### src/rtl/fetch_queue.sv
// Fetch-side PC owner and instruction-pair queue for dual-issue decode.
// Fetch-to-decode is two cycles. Fetch issues only when a slot is free, so decode stalls throttle it.
module fetch_queue #(
   parameter int DEPTH      = 4,
   parameter int IMEM_BYTES = 2048
) (
   input  logic        clk,
   input  logic        reset,
   output logic [31:0] imem_pc,
   input  logic [31:0] imem_instr1,
   input  logic [31:0] imem_instr2,
   input  logic        redirect_valid,
   input  logic [31:0] redirect_pc,
   output logic        dec_valid,
   output logic        dec_valid2,
   input  logic        dec_ready,
   output logic [31:0] dec_instr1,
   output logic [31:0] dec_instr2,
   output logic [31:0] dec_pc
);

   localparam int AW = $clog2(DEPTH);
   localparam int CW = $clog2(DEPTH + 1);

   typedef struct packed {
      logic [31:0] instr1;
      logic [31:0] instr2;
      logic [31:0] pc;
      logic        single;
   } entry_t;

   entry_t          store [DEPTH];
   entry_t          head;
   logic [AW-1:0]   rd_ptr;
   logic [AW-1:0]   wr_ptr;
   logic [CW-1:0]   count;
   logic [31:0]     pc;
   logic [31:0]     inflight_pc;
   logic            inflight;
   logic            inflight_single;

   logic            issue;
   logic            wr_en;
   logic            rd_en;
   logic            at_last_word;
   logic            at_last_pair;

   // Credit check counts the pair still in flight so a capture always has room.
   assign issue        = !redirect_valid && ((32'(count) + 32'(inflight)) < DEPTH);
   assign wr_en        = inflight && !redirect_valid;
   assign rd_en        = dec_valid && dec_ready && !redirect_valid;
   assign at_last_word = (pc == 32'(IMEM_BYTES - 4));
   assign at_last_pair = (pc == 32'(IMEM_BYTES - 8));

   always_ff @(posedge clk) begin
      if (reset) begin
         pc              <= '0;
         inflight        <= 1'b0;
         inflight_pc     <= '0;
         inflight_single <= 1'b0;
         rd_ptr          <= '0;
         wr_ptr          <= '0;
         count           <= '0;
      end else if (redirect_valid) begin
         pc       <= redirect_pc & ~32'h3;
         inflight <= 1'b0;
         rd_ptr   <= '0;
         wr_ptr   <= '0;
         count    <= '0;
      end else begin
         if (wr_en) wr_ptr <= wr_ptr + 1'b1;
         if (rd_en) rd_ptr <= rd_ptr + 1'b1;
         case ({wr_en, rd_en})
            2'b10:   count <= count + 1'b1;
            2'b01:   count <= count - 1'b1;
            default: count <= count;
         endcase
         if (issue) begin
            inflight        <= 1'b1;
            inflight_pc     <= pc;
            inflight_single <= at_last_word;
            pc              <= (at_last_word || at_last_pair) ? 32'd0 : pc + 32'd8;
         end else begin
            inflight <= 1'b0;
         end
      end
   end

   always_ff @(posedge clk) begin
      if (!reset && wr_en) begin
         assert (count != CW'(DEPTH));
         store[wr_ptr] <= '{instr1: imem_instr1, instr2: imem_instr2,
                            pc: inflight_pc, single: inflight_single};
      end
   end

   assign head       = store[rd_ptr];
   assign imem_pc    = pc;
   assign dec_valid  = (count != '0);
   assign dec_valid2 = dec_valid && !head.single;
   assign dec_instr1 = dec_valid ? head.instr1 : 32'd0;
   assign dec_instr2 = dec_valid ? head.instr2 : 32'd0;
   assign dec_pc     = dec_valid ? head.pc     : 32'd0;

endmodule

### config.mk
export PLATFORM = sky130hd
export DESIGN_NAME = fetch_queue
export DESIGN_NICKNAME = d
export VERILOG_FILES = /design/src/rtl/fetch_queue.sv
export SDC_FILE = /design/constraint.sdc
export NUM_CORES = 1
export LEC_CHECK = 0
export ABC_AREA = 0
export CAP_MARGIN = 20
export CORE_MARGIN = 5
export CORE_UTILIZATION = 45
export CTS_CLUSTER_SIZE = 30
export DETAILED_ROUTE_END_ITERATION = 8
export GPL_TIMING_DRIVEN = 0
export PLACE_DENSITY = 0.66
export SKIP_CTS_REPAIR_TIMING = 1
export SLEW_MARGIN = 30
export SYNTH_ARGS = -nofsm -noshare
export SYNTH_HDL_FRONTEND = slang
export SYNTH_SLANG_ARGS = --single-unit
### constraint.sdc
create_clock -name clk -period 3.7 [get_ports clk]
set_clock_uncertainty 0.1 [all_clocks]
set_input_delay 0.555 -clock clk [delete_from_list [all_inputs] [get_ports clk]]
set_output_delay 0.555 -clock clk [all_outputs]
set_load 0.005 [all_outputs]
# After elaboration in Yosys (flattened, before gate mapping)
# Memory sizes are Yosys's and may differ from the RTL's. A register that Yosys moved wholly into a read port is not among the register bits.
# Cells that the tools add are included.
dict set report op_classes {
  add_sub_neg 6
  magnitude_cmp 1
  eq_ne 4
  mux 12
  bitwise_logic 1
  n_reduce_logical 15
}
# cell n
set op_table {}
lappend op_table {{two-way mux 32 bit} 6}
lappend op_table {{== test 32 x 11 -> 1 bit (second input constant)} 2}
lappend op_table {{adder 32 x 4 -> 32 bit (second input constant)} 1}
lappend op_table {{logical AND 1 bit} 6}
lappend op_table {{one-hot mux 3 bit (2 select lines)} 1}
lappend op_table {{adder 2 x 1 -> 2 bit (second input constant)} 2}
lappend op_table {{adder 3 x 1 -> 4 bit} 1}
lappend op_table {{less-than comparator 4 x 3 -> 1 bit (second input constant)} 1}
lappend op_table {{two-way mux 2 bit} 2}
lappend op_table {{nonzero test 2 bit} 2}
lappend op_table {{adder 3 x 1 -> 3 bit (second input constant)} 1}
lappend op_table {{zero test 1 bit} 3}
lappend op_table {{two-way mux 1 bit} 3}
lappend op_table {{nonzero test 3 bit} 1}
lappend op_table {{subtractor 3 x 1 -> 3 bit (second input constant)} 1}
lappend op_table {{== test 2 x 1 -> 1 bit (second input constant)} 1}
lappend op_table {{== test 2 bit (second input constant)} 1}
lappend op_table {{AND reduction 2 bit} 1}
lappend op_table {{OR reduction 2 bit} 1}
lappend op_table {{logical OR 1 bit} 1}
lappend op_table {{inverter 1 bit} 1}
dict set report word_totals {
  regBits 73
  ramBits 388
  input_bits 100
  output_inout_bits 130
  wordCells 48
  memories 1
}
# memory words word_bits read_ports rd_ports_with_merged_regs write_ports line
set mem_list {}
lappend mem_list {store 4 97 1 1 1 32} ;# entry_t store [DEPTH];

# Logic depth before layout (Yosys ltp)
dict set report depth {
  word_depth 5
  depth_mapped 9
  mapped_depth_nobuf 9
}

# Worst setup path after synthesis
# No wires, ideal clock.
dict set report synth_path {
  kind {input-to-reg}
  start {input redirect_valid}
  end {memory store[0][0] in the netlist's numbering (enable)}
  setup_time_ps 467
  arrival_time_ps 3301
  t_required_ps 3133
  path_slack_ps -169
  path_stages 3
  n_path_buf 1
  cell_sequence {clkbuf_1 > nor2_1 > and3_1}
}
dict set report synth_via {
  elab_chain_cells 5
}
# element line
set synth_rtl {}
lappend synth_rtl {{start, declared} 12} ;# input logic redirect_valid,
lappend synth_rtl {{zero test 1 bit} 50} ;# assign wr_en = inflight && !redirect_valid;
lappend synth_rtl {{logical AND 1 bit} 50}
lappend synth_rtl {{logical AND 1 bit} 90} ;# if (!reset && wr_en) begin
lappend synth_rtl {{two-way mux 1 bit} 90}
lappend synth_rtl {{two-way mux 1 bit (not written as such)} 92} ;# store[wr_ptr] <= '{instr1: imem_instr1, instr2: imem_instr2,
lappend synth_rtl {{end, declared} 32}
# No other way between the ends.

==> metrics.csv <==
metric,value,unit
path class of the lowest-slack min-delay path,reg -> reg,
origin of the worst min-delay path,inflight_pc[21]$_SDFFE_PP0P_,
cell count after synthesis,1035,
Initial Utilization,45.4,%
Final Hold Viols,0,
vias in the first global route,10600,
I/O Pins,230,
distinct cell type count of the synthesized netlist,42,
number of buffer cells added on primary ports,226,
"leading cell type in the layout, fill and taps excluded",edfxtp_1,
final setup TNS,0,ps
number of flip-flops and latches in the synthesized netlist,463,
Detailed Place HPWL,26.6,mm
cell count after placement,1795,
drt via density,5.40,
endpoint with the worst hold slack,inflight_pc[21]$_SDFFE_PP0P_,
peak supply drop,0.287,mV
sequential cell area fraction in the yosys report,72.9,%
P&R area growth vs syn,25.9,%
antenna violations before repair,1,
Post-DRT Antenna Nets,0,
category of the critical setup timing path,reg -> out,
number of cells on the worst hold path,2,
number of pins with negative max-slew slack in the final report,0,
DRT Wirelength,41.1,mm
WP data arrival,2870,ps
Overflow after GRT,0,
Power Total,10.8,mW
proportion of power drawn by flip-flops and latches,53.3,%
average detailed-routed wire length per instance,21.9,um
worst-path maximum fanout,10,
horizontal extent of the die,210,um
maximum clock frequency,284,MHz
total number of clock tree sinks,463,
mean instance size in the synthesized netlist,17.4,sq um
result of the run,finished clean,
post-layout net count,1425,
wire length of the first global-routing pass,62.8,mm
Critical Path Sink Type,output port,
Clk pwr share,42.8,%
number of violations reported at the end of detailed-routing iteration 0,654,
Yosys Warn Count,0,
cell area after technology mapping,18000,sq um
drt first pass iters,4,
insertion delay to the later sink of the worst-skew pair,560,ps
"Net Count, Synth",1142,
Async SR Flop Fraction,0,%
areal power density over the cells,476,nW/um^2
max cap viols,0,
pin count of the biggest net entering global routing,41,
number of clock buffers inserted by TritonCTS,48,
global-route usage over all layers,18.4,%
depth of the CTS H-tree,2,
sort of element at the start of the critical path,flop,
final standard cell utilization of the core,57.1,%
slew at the pin closest to its max-slew limit,735,ps
clock root buffer master,clkbuf_16,
setup slack on the worst flop-to-flop path,1120,ps
clock tree from TritonCTS,done,
Layout Cells excl Fill,1881,
Post-synth EDFFs,388,
endpoint of the lowest-slack register-to-register path,imem_pc[29]$_SDFFE_PP0P_,
core box area,39700,sq um
count of cells along the worst register-to-register path,7,
Rows,73,
residual DRC count,0,
routability-driven placement congestion ratio,0.884,
fraction of power consumed by combinational cells,4.0,%
"Data required, critical path",3040,ps
final count of negative-setup-slack endpoints,0,
share of cells above drive strength 1,15.9,%
launch instance of the worst register-to-register path,imem_pc[3]$_SDFFE_PP0P_,
min Tclk post-route,3520,ps
final worst-path cycle share,95.2,%
internal power,8.65,mW
max_slew headroom,51.0,%
die footprint,44200,sq um
setup repair after global routing missed its margin,false,
Main synth FF type,edfxtp_1,
power spent charging and discharging nets,2.14,mW
Leak Pwr,7.30,nW
vertical die dimension,210,um
"commonest cells after routing, fill and taps aside","388 x edfxtp_1, 226 x clkdlybuf4s50_1, 98 x and2_1, 97 x mux4_2, 85 x nand2_1",
vias after detailed routing,10200,
worst hold slack,401,ps
"buffers from clock root to sink, at most",3,
net switching share of the total power,19.9,%
post-CTS clock slew at the launch and capture registers of the worst setup and hold paths,60,ps
-- worst max path at each step --
stage,endpoint,depth (start not counted)
2_1_floorplan,store[0][0]$_DFFE_PP_,3
3_3_place_gp,store[0][77]$_DFFE_PP_,4
3_5_place_dp,dec_valid2,6
4_1_cts,dec_pc[20],6
5_1_grt,dec_pc[20],5
6_report,dec_pc[20],5
-- critical path: stages (launching register included) --
cell and delay, ps:
dfxtp_2 470, clkbuf_4 350, buf_4 300, mux4_2 540, and2_1 200, clkdlybuf4s50_1 450
-- synthesized netlist by cell type (3+ instances only) --
| library cell | instances | area (sq um) |
|---|---|---|
| nor4_2 | 4 | 50.1 |
| or3_1 | 4 | 25.0 |
| buf_2 | 11 | 55.1 |
| nand2_1 | 85 | 319 |
| and3_1 | 20 | 125 |
| xor2_1 | 17 | 149 |
| clkbuf_1 | 43 | 161 |
| a22oi_1 | 13 | 97.6 |
| o21ai_1 | 7 | 35.0 |
| and2_1 | 98 | 613 |
| nor3_1 | 6 | 30.0 |
| nand3_1 | 10 | 50.1 |
| nand4_1 | 10 | 62.6 |
| xnor2_1 | 13 | 114 |
| nor4_1 | 5 | 31.3 |
| a211oi_1 | 3 | 22.5 |
| mux4_2 | 97 | 2180 |
| a221oi_1 | 7 | 61.3 |
| inv_1 | 7 | 26.3 |
| edfxtp_1 | 388 | 11700 |
| nor2_1 | 45 | 169 |
| a21oi_1 | 40 | 200 |
| ha_1 | 6 | 75.1 |
| dfxtp_1 | 75 | 1500 |
-- power groups by stage --
stage               logic [mW]  clock network [mW]  registers, mW
global route             0.464                4.97           5.76
CTS                      0.430                4.76           5.75
global placement         0.415                   0           5.86
finish                   0.427                4.62           5.75
floorplan                0.153                   0           5.84
detailed placement       0.427                   0           5.86
-- cell families after synthesis --
group | after synthesis | synth area share (%)
adders and majority gates | 7 | 0.527
DFF | 463 | 72.9
and+or+nand+nor | 298 | 8.81
buffers and inverters | 62 | 1.41
muxes | 99 | 12.3
AOI/OAI and AO/OA | 76 | 2.60
xor gates and xnor gates | 30 | 1.46
-- layout make-up --
type | instances | area [sq um]
plain buffers | 53 | 239
well taps | 525 | 657
clock inverters | 22 | 209
clock buffers | 65 | 1300
flip-flops and latches | 463 | 13200
diodes | 1 | 2.50
fillers | 3078 | 17000
multi-input cells | 510 | 4640
repair buffers | 235 | 2460
inverters | 7 | 26.3
-- stage by stage --
stage | setup slack, ps | cell area [sq um]
floorplan | 925 | 18000
global placement | -952 | 21000
detailed placement | -141 | 21200
CTS | -776 | 22700
global route | 0.525 | 22700
finish | 178 | 22700
-- state kept, by name (all words and copies together), names as in the netlist, named ones only --
signal	cells
store	388
imem_pc	32
inflight_pc	32
count	3
rd_ptr	2
wr_ptr	2
inflight	1
inflight_single	1
-- metal layers --
layer / wire (um) / track usage (%) / vias to the layer above
li1: - / - / 4583
met4: 712 / 4.52 / 2
met2: 19200 / 28.8 / 368
met3: 3020 / 4.91 / 60
met1: 18200 / 26.2 / 5141
met5: 12 / 0 / -
Power figures use the tool's default switching activity.
